==> src/rtl/synth_pkg.sv <==
// Shared types and default widths for the voice scheduler slice.
package synth_pkg;

  localparam int unsigned DEF_PHASE_W    = 24;
  localparam int unsigned DEF_SINE_ARG_W = 13;
  localparam int unsigned DEF_SAMPLE_W   = 18;

  typedef enum logic [1:0] {
    IDLE,
    ISSUE,
    DRAIN,
    DONE
  } sched_state_t;

  typedef logic [DEF_PHASE_W-1:0] phase_t;

endpackage

==> src/rtl/voice_scheduler_regfile.sv <==
// Per-voice frequency, gate and phase storage with a config write port and an
// issue-stage read-modify-write port on the phase.
module voice_regfile
  import synth_pkg::*;
#(
  parameter int unsigned NUM_VOICES = 8,
  parameter int unsigned PHASE_W    = DEF_PHASE_W,
  parameter int unsigned SINE_ARG_W = DEF_SINE_ARG_W,
  localparam int unsigned VIDX_W    = $clog2(NUM_VOICES)
) (
  input  logic                  i_Clock,
  input  logic                  i_Reset,
  input  logic                  i_CfgWrite,
  input  logic [VIDX_W-1:0]     i_CfgVoice,
  input  logic [PHASE_W-1:0]    i_CfgFreq,
  input  logic                  i_CfgGate,
  input  logic                  i_IssueEn,
  input  logic [VIDX_W-1:0]     i_IssueVoice,
  output logic [SINE_ARG_W-1:0] o_IssueArg,
  output logic                  o_IssueGate
);

  logic [PHASE_W-1:0]    freq_q  [NUM_VOICES];
  logic [PHASE_W-1:0]    freq_d  [NUM_VOICES];
  logic [PHASE_W-1:0]    phase_q [NUM_VOICES];
  logic [PHASE_W-1:0]    phase_d [NUM_VOICES];
  logic [NUM_VOICES-1:0] gate_q;
  logic [NUM_VOICES-1:0] gate_d;
  logic [PHASE_W-1:0]    rd_phase;
  logic [PHASE_W-1:0]    rd_freq;

  // Issue-port read: pre-update phase and the config in force this cycle.
  assign rd_phase    = phase_q[i_IssueVoice];
  assign rd_freq     = freq_q[i_IssueVoice];
  assign o_IssueGate = gate_q[i_IssueVoice];
  assign o_IssueArg  = rd_phase[PHASE_W-1 -: SINE_ARG_W];

  // Phase step uses the old config; a same-cycle config write lands for the next frame.
  always_comb begin
    freq_d  = freq_q;
    gate_d  = gate_q;
    phase_d = phase_q;
    if (i_IssueEn) begin
      phase_d[i_IssueVoice] = o_IssueGate ? rd_phase + rd_freq : '0;
    end
    if (i_CfgWrite) begin
      freq_d[i_CfgVoice] = i_CfgFreq;
      gate_d[i_CfgVoice] = i_CfgGate;
    end
  end

  // Storage registers.
  always_ff @(posedge i_Clock or posedge i_Reset) begin
    if (i_Reset) begin
      freq_q  <= '{default: '0};
      phase_q <= '{default: '0};
      gate_q  <= '0;
    end else begin
      freq_q  <= freq_d;
      phase_q <= phase_d;
      gate_q  <= gate_d;
    end
  end

endmodule

==> src/rtl/voice_scheduler.sv <==
// Time-multiplexes one sine lookup across all voices each sample tick and mixes
// the gated results into a single sample.
module voice_scheduler
  import synth_pkg::*;
#(
  parameter int unsigned NUM_VOICES   = 8,
  parameter int unsigned PHASE_W      = DEF_PHASE_W,
  parameter int unsigned SINE_ARG_W   = DEF_SINE_ARG_W,
  parameter int unsigned SAMPLE_W     = DEF_SAMPLE_W,
  parameter int unsigned SINE_LATENCY = 1,
  localparam int unsigned VIDX_W      = $clog2(NUM_VOICES),
  localparam int unsigned ACC_W       = SAMPLE_W + VIDX_W
) (
  input  logic                       i_Clock,
  input  logic                       i_Reset,
  input  logic                       i_SampleTick,
  input  logic                       i_CfgWrite,
  input  logic [VIDX_W-1:0]          i_CfgVoice,
  input  logic [PHASE_W-1:0]         i_CfgFreq,
  input  logic                       i_CfgGate,
  output logic [SINE_ARG_W-1:0]      o_SineArg,
  output logic                       o_SineArgValid,
  input  logic signed [SAMPLE_W-1:0] i_SineResult,
  output logic signed [ACC_W-1:0]    o_Sample,
  output logic                       o_SampleValid,
  output logic                       o_Busy,
  output logic                       o_Overrun
);

  // Counter steps through voices in ISSUE and through latency cycles in DRAIN.
  localparam int unsigned CNT_MAX = (NUM_VOICES > SINE_LATENCY) ? NUM_VOICES : SINE_LATENCY;
  localparam int unsigned CNT_W   = $clog2(CNT_MAX);

  sched_state_t             state_q, state_d;
  logic [CNT_W-1:0]         cnt_q, cnt_d;
  logic signed [ACC_W-1:0]  acc_q, acc_d;
  logic signed [ACC_W-1:0]  sample_q, sample_d;
  logic                     sample_valid_q, sample_valid_d;
  logic                     busy_q, busy_d;
  logic                     overrun_q, overrun_d;
  logic [SINE_LATENCY-1:0]  tag_valid_q, tag_valid_d;
  logic [SINE_LATENCY-1:0]  tag_gate_q, tag_gate_d;
  logic                     issue_en;
  logic [SINE_ARG_W-1:0]    issue_arg;
  logic                     issue_gate;

  assign issue_en = (state_q == ISSUE);

  voice_regfile #(
    .NUM_VOICES (NUM_VOICES),
    .PHASE_W    (PHASE_W),
    .SINE_ARG_W (SINE_ARG_W)
  ) u_regfile (
    .i_Clock      (i_Clock),
    .i_Reset      (i_Reset),
    .i_CfgWrite   (i_CfgWrite),
    .i_CfgVoice   (i_CfgVoice),
    .i_CfgFreq    (i_CfgFreq),
    .i_CfgGate    (i_CfgGate),
    .i_IssueEn    (issue_en),
    .i_IssueVoice (VIDX_W'(cnt_q)),
    .o_IssueArg   (issue_arg),
    .o_IssueGate  (issue_gate)
  );

  // Sine argument is a direct decode of the state and regfile flops.
  assign o_SineArg      = issue_en ? issue_arg : '0;
  assign o_SineArgValid = issue_en;
  assign o_Sample       = sample_q;
  assign o_SampleValid  = sample_valid_q;
  assign o_Busy         = busy_q;
  assign o_Overrun      = overrun_q;

  // Next-state, alignment pipe, mix accumulation and sample publish.
  always_comb begin
    state_d        = state_q;
    cnt_d          = cnt_q;
    acc_d          = acc_q;
    sample_d       = sample_q;
    sample_valid_d = 1'b0;
    overrun_d      = i_SampleTick && (state_q != IDLE);

    tag_valid_d[0] = issue_en;
    tag_gate_d[0]  = issue_en && issue_gate;
    for (int i = 1; i < int'(SINE_LATENCY); i++) begin
      tag_valid_d[i] = tag_valid_q[i-1];
      tag_gate_d[i]  = tag_gate_q[i-1];
    end

    if (tag_valid_q[SINE_LATENCY-1] && tag_gate_q[SINE_LATENCY-1]) begin
      acc_d = acc_q + ACC_W'(i_SineResult);
    end

    case (state_q)
      IDLE: begin
        if (i_SampleTick) begin
          state_d = ISSUE;
          cnt_d   = '0;
          acc_d   = '0;
        end
      end
      ISSUE: begin
        if (cnt_q == CNT_W'(NUM_VOICES - 1)) begin
          state_d = DRAIN;
          cnt_d   = '0;
        end else begin
          cnt_d = cnt_q + CNT_W'(1);
        end
      end
      DRAIN: begin
        if (cnt_q == CNT_W'(SINE_LATENCY - 1)) begin
          state_d        = DONE;
          cnt_d          = '0;
          sample_d       = acc_d;
          sample_valid_d = 1'b1;
        end else begin
          cnt_d = cnt_q + CNT_W'(1);
        end
      end
      DONE: begin
        state_d = IDLE;
      end
      default: begin
        state_d = IDLE;
      end
    endcase

    busy_d = (state_d != IDLE);
  end

  // State and output registers.
  always_ff @(posedge i_Clock or posedge i_Reset) begin
    if (i_Reset) begin
      state_q        <= IDLE;
      cnt_q          <= '0;
      acc_q          <= '0;
      sample_q       <= '0;
      sample_valid_q <= 1'b0;
      busy_q         <= 1'b0;
      overrun_q      <= 1'b0;
      tag_valid_q    <= '0;
      tag_gate_q     <= '0;
    end else begin
      state_q        <= state_d;
      cnt_q          <= cnt_d;
      acc_q          <= acc_d;
      sample_q       <= sample_d;
      sample_valid_q <= sample_valid_d;
      busy_q         <= busy_d;
      overrun_q      <= overrun_d;
      tag_valid_q    <= tag_valid_d;
      tag_gate_q     <= tag_gate_d;
    end
  end

endmodule
==> config.mk <==
export PLATFORM = sky130hd
export DESIGN_NAME = voice_scheduler
export DESIGN_NICKNAME = d
export VERILOG_FILES = /design/src/rtl/synth_pkg.sv /design/src/rtl/voice_scheduler_regfile.sv /design/src/rtl/voice_scheduler.sv
export SDC_FILE = /design/constraint.sdc
export NUM_CORES = 1
export LEC_CHECK = 0
export BUFFER_PORTS_ARGS = -buffer_cell sky130_fd_sc_hd__buf_2
export CAP_MARGIN = 20
export CORE_MARGIN = 8
export CORE_UTILIZATION = 61
export DETAILED_ROUTE_END_ITERATION = 6
export PLACE_DENSITY = 0.84
export SYNTH_ARGS = -nofsm -noshare
export SYNTH_HDL_FRONTEND = slang
export SYNTH_SLANG_ARGS = --single-unit
==> constraint.sdc <==
create_clock -name i_Clock -period 18.4 [get_ports i_Clock]
set_clock_uncertainty 0.1 [all_clocks]
set_input_delay 0.92 -clock i_Clock [delete_from_list [all_inputs] [get_ports i_Clock]]
set_output_delay 0.92 -clock i_Clock [all_outputs]
set_load 0.005 [all_outputs]
After elaboration in Yosys (flattened, before gate mapping)
Cells that the tools add are included.

Output and inout port bits: 38. Memories kept: 0. Latch bits: 0. RAM bits: 0. Memory bits (read-only): 0. Logic and storage cells: 88. Flip-flop bits (word level): 444.

$mul: 0. Bitwise logic cells: 2. Div/mod/pow operators: 0. Reductions and logical operators: 13. $lt $le $gt $ge: 7. Add/subtract/negate cells: 3. Mux-type cells: 32. Eq/ne operators: 5. Shifts and indexed selects: 0.

Operators with widths (count): $bwmux 192 (2); $mux 24 (7); $bmux 24 s3 (2); $demux 24 s3 (2); $mux 21 (3); $add 24x24->24 (1); $add 21x18->21 (1); $mux 13 (1); $mux 3 (3); $pmux 3 s3 (1); $bwmux 8 (1); $ge 4x4->1 const B (2); $lt 3x4->1 const B (2); $lt 4x1->1 const B (2); $not 3->4 (2); $pmux 2 s4 (1); $logic_and 1x1->1 (6); $mux 2 (3); $eq 2x2->1 const B (2); $mux 1 (4); $reduce_and 2->1 (2); $reduce_bool 2->1 (2); $add 3x1->3 const B (1); $bmux 1 s3 (1); 8 further kinds (8).

Depth between registers and ports, before layout
Depth in word-level cells: 7. Mapped depth: 15. Depth with buffers taken out: 11.

Modules after synthesis
From an unflattened synthesis, not the netlist that was laid out.

Cells, all modules: 2095. Area total of the unflattened synthesis: 22261.4 µm².

By module, submodules not included: voice_regfile (seq. area each 9809.4 µm², cells an instance 1707, times used 1, area an instance 18851.8 µm²); voice_scheduler (seq. area each 1301.2 µm², cells an instance 388, times used 1, area an instance 3409.5 µm²).

Worst setup path after synthesis
OpenSTA, ideal clock, no wires.

Path type: register -> register. Start point: register cnt_q[0]. End point: register u_regfile.phase_q[118] (netlist name). Arrival time: 3.944 ns. Path buffers: 3. Period minus slack after synthesis: 4.179 ns. Stages on the path, launching flop included: 15. Setup slack: 14.221 ns. Required time: 18.165 ns. Setup time: 0.135 ns. Path through: dfrtp_1 > buf_4 > buf_2 > buf_2 > mux4_2 > mux2_2 > ha_1 > fa_1 > a211oi_2 > o21ai_0 > a21oi_2 > a211oi_2 > o221ai_1 > xor2_2 > o31ai_1.

Longest elaborated chain between the ends: 7. Elaborated cells between the ends (all ways): 17. Those cells by class: add/sub (1); order compare (2); mux (12); bitwise (1); reduce/logical (1).

Ends and longest elaborated chain: from (decl) (RTL line voice_scheduler.sv:35) `logic [CNT_W-1:0] cnt_q, cnt_d;`; from (signal assigned) (RTL line voice_scheduler.sv:145) `cnt_q <= cnt_d;`; $not 3->4 (RTL line voice_scheduler_regfile.sv:33, voice_scheduler_regfile.sv:34, voice_scheduler_regfile.sv:44); $bmux 24 s3 (on tied branches) (RTL line voice_scheduler_regfile.sv:33, voice_scheduler_regfile.sv:34); $mux 24 (on tied branches) (2 in series) (RTL line voice_scheduler_regfile.sv:33, voice_scheduler_regfile.sv:34); $add 24x24->24 (RTL line voice_scheduler_regfile.sv:44) `phase_d[i_IssueVoice] = o_IssueGate ? rd_phase + rd_freq : '0;`; $mux 24 (RTL line voice_scheduler_regfile.sv:44); $bwmux 192 (*) (RTL line voice_scheduler_regfile.sv:44); to (signal assigned) (RTL line voice_scheduler_regfile.sv:60) `phase_q <= phase_d;`; to (decl) (RTL line voice_scheduler_regfile.sv:25) `logic [PHASE_W-1:0] phase_q [NUM_VOICES];`.

Mark *: on every way between the ends. The rest lies on a longest branch, timed or not. The select of a mux whose other input is x is not followed. A chain may end at the register's enable or synchronous reset.

Final worst setup path
Start point: register cnt_q[0]. End point: register u_regfile.phase_q[166] (netlist name).

Same word-level chain as after synthesis.

==> summary by stage <==
Layout
The relative area change from synthesis to final layout is 11.3%. In the final layout, the share of cells above drive strength 1 is 29.0%. Leaving out filler cells and counting taps, the final layout contains 2379. In the final layout, flip-flops and latches occupy around 11000 um^2.

The utilization after layout is 68.5%. The finished cells cover around 24000 um^2. The fill cell total of the finished layout is 2396.

After the last flow step, the layout net total stands at around 2000. Summing all multi-input logic gate instances after layout gives 10200 um^2. In the layout the commonest cells are dfrtp_1, nand2_1, mux2_2, o21ai_0, mux4_2. The most common library cell in the layout ignoring fill and taps is dfrtp_1.

Global routing
The first global-routing pass estimated 84.2 mm of wire. Global routing finished with a remaining overflow of 0. The pin count of the biggest net entering global routing is 151. The number of antenna violations at the first check in global routing came to 4. Global routing consumed, over all layers together, 25.2% of the routing resources. The number of global-route vias before repair was 15800.

Power and ir drop
VDD sags by at most 0.115 mV. In this run the power density over the cells is 163 nW/um^2. The total power is 3.96 mW. Summed over all cells, the static leakage comes to around 11 nW.

Placed design
The post-place setup slack is 13.32 ns. After legalization and detailed placement, the total HPWL measured 31.8 mm. The congestion estimate from routability-driven global placement came to around 0.91. The count of buffers inserted at the top-level ports is 87. The instance count after placement with tap cells included is ~2300. The placed instances occupy a cell area of 22600 um^2.

Worst setup path
The critical path endpoint category is a register. In this design, the largest share of critical-path delay is due to compound AO/OA/AOI/OAI gates. In this run the critical register-to-register path is launched from cnt_q[0]. The startpoint type of the worst setup path is a register. Counting both buffers and inverters, the worst setup path holds a total of 1. The worst setup path is of the reg -> reg kind.

The largest single stage delay on the critical path is between 0.7 and 0.8 ns. The critical path goes through buf_4, mux4_2, mux2_2, ha_1, fa_1, a211oi_2, o21ai_0, a21oi_2, a211oi_2, o221ai_1, xor2_2, o31ai_1. The number of cells on the worst reg-to-reg path is 12. The capture point of the worst reg-to-reg path is u_regfile.phase_q[166].

The critical path arrival is between 5 and 6 ns. Across all register-to-register paths, the minimum setup slack is roughly 13 ns. The library cell appearing most often on the critical path is a211oi_2. At the worst endpoint, the required time is 18.73 ns. In this run the worst path has a maximum fanout of 34. The slowest stage of the critical path belongs to the cell dfrtp_4.

Yosys
The number of instances in the synthesized netlist is roughly 1800. The cell taking the most area after synthesis is dfrtp_1. The part of the Yosys area used for sequential elements is 51.0%. The register bit total from synthesis is between 400 and 500. The post-synthesis async set-or-reset flop share is 100%. In the post-synthesis netlist, the biggest area contributors are dfrtp_1, mux2_2, mux4_2, o21ai_0, nand2_1.

After synthesis the cells add up to 21800 um^2. The post-synthesis average cell area is approximately 12 um^2. The post-synthesis net count is 1938. The top cell type by area accounts for between 50% and 60% of the synthesized area. For this run, the leading register cell type out of synthesis is dfrtp_1. The Yosys step of the flow raised 0 warnings. In this run, synthesis inferred 0 flip-flops with an integrated enable. The count of different cell masters after synthesis is 70.

STA
Setup violations remaining at the end of the flow were counted as 0. The shortest clock period the worst path allows after layout is 5.10 ns. The final-report max-slew violation count is 0. The slew at the pin with the worst max-slew slack is 1.14 ns. Setup repair after global routing left no endpoint under its margin. The final hold violation count came to 0.

The post-route worst hold slack is between 0.15 and 0.2 ns. Timing would allow up to a little under 0.2 GHz. The final setup TNS is 0 ns. Measured against its own limit, the worst slew margin works out to 23.9%.

The smallest setup slack after layout is 13.30 ns. The final critical path takes up 27.7% of the cycle.

Detailed routing
The average routed wire per standard cell is 21.8 um. The routed design has 51.8 mm of wire. The routed via count is 15000.

The detailed router finished its first iteration with between 1000 and 1500 violations. The count of nets left with antenna violations once routing finished came out at 0. The pre-antenna-repair detailed-routing pass consisted of 7 iterations.

The post-route DRC violation count is 0. The via density per instance is 6.32.

Floorplanning
88 I/O pins were placed. The floorplan row count is 69. Once the floorplan was initialized, standard cells occupied about 60% of the core. The die is 205 um wide.

The die outline height is 205 um. After floorplanning, the core was sized to cover between 30000 and 40000 um^2. The die covers 42000 um^2.

Clock network
The clock tree from TritonCTS is done. Clock-pin slew was measured on the worst setup and hold paths at 0.06 ns. Clock latency on the worst-skew pair, taken at its later pin, is 0.59 ns.

The deepest level of the CTS H-tree is 2. The maximum count of clock buffers along a single path is 3. Post-CTS repair changed the size of 0 cells. Buffers added to address setup during post-CTS repair amount to 0. The root buffer selected by CTS is clkbuf_16. For this design, the CTS-stage hold fixing added 0 buffers. The number of sinks on the clock net is 444.

Clock tree synthesis inserted a total of 46 buffers.

Min path
The worst min-delay path class is in -> async.

Run
Max-cap violations in this run came to 0.

Outcome
The flow ran to the end, and the final reports show no timing, DRC or antenna violations.
[cell type report]
cell class | count | share of cell area [%]
clock buffer | 67 | 5.57
multi-input combinational | 1251 | 41.9
tap | 461 | 2.38
sequential | 444 | 45.8
antenna | 2 | 0.0206
clock inverter | 18 | 0.897
timing repair buffer | 112 | 3.00
inverter | 24 | 0.402
[cell families after synthesis]
| family | synth area share (%) |
|---|---|
| adder cells (fa/ha/maj) | 3.00 |
| flip-flops | 51.0 |
| AND/OR/NAND/NOR | 8.62 |
| XOR/XNOR | 0.993 |
| multiplexers | 23.5 |
| buffers and inverters | 2.60 |
| AO/OA/AOI/OAI | 10.3 |
[flip-flops by register name, summed over array words and instances, names as in the netlist]
name               count
u_regfile.phase_q    192
cnt_q                  3
state_q                2
o_Busy                 1
tag_valid_q            1
o_Sample              21
acc_q                 21
u_regfile.gate_q       8
o_SampleValid          1
u_regfile.freq_q     192
o_Overrun              1
tag_gate_q             1
[power breakdown]
group | switching [mW] | total, mW | internal [mW]
sequential | 0.159 | 1.39 | 1.23
combinational | 0.943 | 1.61 | 0.670
clock | 0.390 | 0.959 | 0.569
[cells in the mapped netlist, types with 3 or more instances]
| library cell | count |
|---|---|
| buf_1 | 3 |
| nand4_1 | 9 |
| inv_1 | 22 |
| or3_1 | 7 |
| nand4b_1 | 3 |
| o21a_1 | 11 |
| nand2_1 | 277 |
| ha_1 | 49 |
| o211a_1 | 3 |
| nor2b_1 | 7 |
| xor2_1 | 12 |
| a31oi_1 | 6 |
| and2_1 | 16 |
| a211oi_2 | 3 |
| mux2i_1 | 21 |
| nand2b_1 | 7 |
| clkbuf_1 | 90 |
| mux4_2 | 96 |
| a211oi_1 | 11 |
| o211ai_1 | 4 |
| a21oi_2 | 3 |
| xnor2_1 | 9 |
| nor2_1 | 52 |
| mux2_2 | 244 |
| o31ai_1 | 19 |
| buf_2 | 23 |
| nand3_1 | 25 |
| and3_1 | 5 |
| a211o_1 | 3 |
| o21bai_1 | 6 |
| o21ai_1 | 5 |
| nor3_1 | 9 |
| o21ai_0 | 230 |
| a21o_1 | 13 |
| dfrtp_1 | 444 |
| a21oi_1 | 45 |
| o221ai_1 | 3 |
[how the worst max path moves through the flow]
stage                   from                      to  slack [ns]  cells past startpoint
floorplan            i_Reset                acc_q[0]        5.01                      1
finish              cnt_q[0]  u_regfile.phase_q[166]       13.30                     12
global route        cnt_q[0]  u_regfile.phase_q[116]       12.94                     12
detailed placement  cnt_q[0]  u_regfile.phase_q[114]       13.32                     12
global placement    cnt_q[0]   u_regfile.phase_q[90]       13.40                     12
CTS                 cnt_q[0]  u_regfile.phase_q[166]       13.28                     12
[per-layer routing]
metal	wire, um	GRT usage [%]	part of all wire [%]
met5	23	0	0.044
met3	3240	4.41	6.3
met4	1500	9.14	2.9
met1	21200	32.7	41
met2	25900	42.2	50
Power figures use the tool's default switching activity.
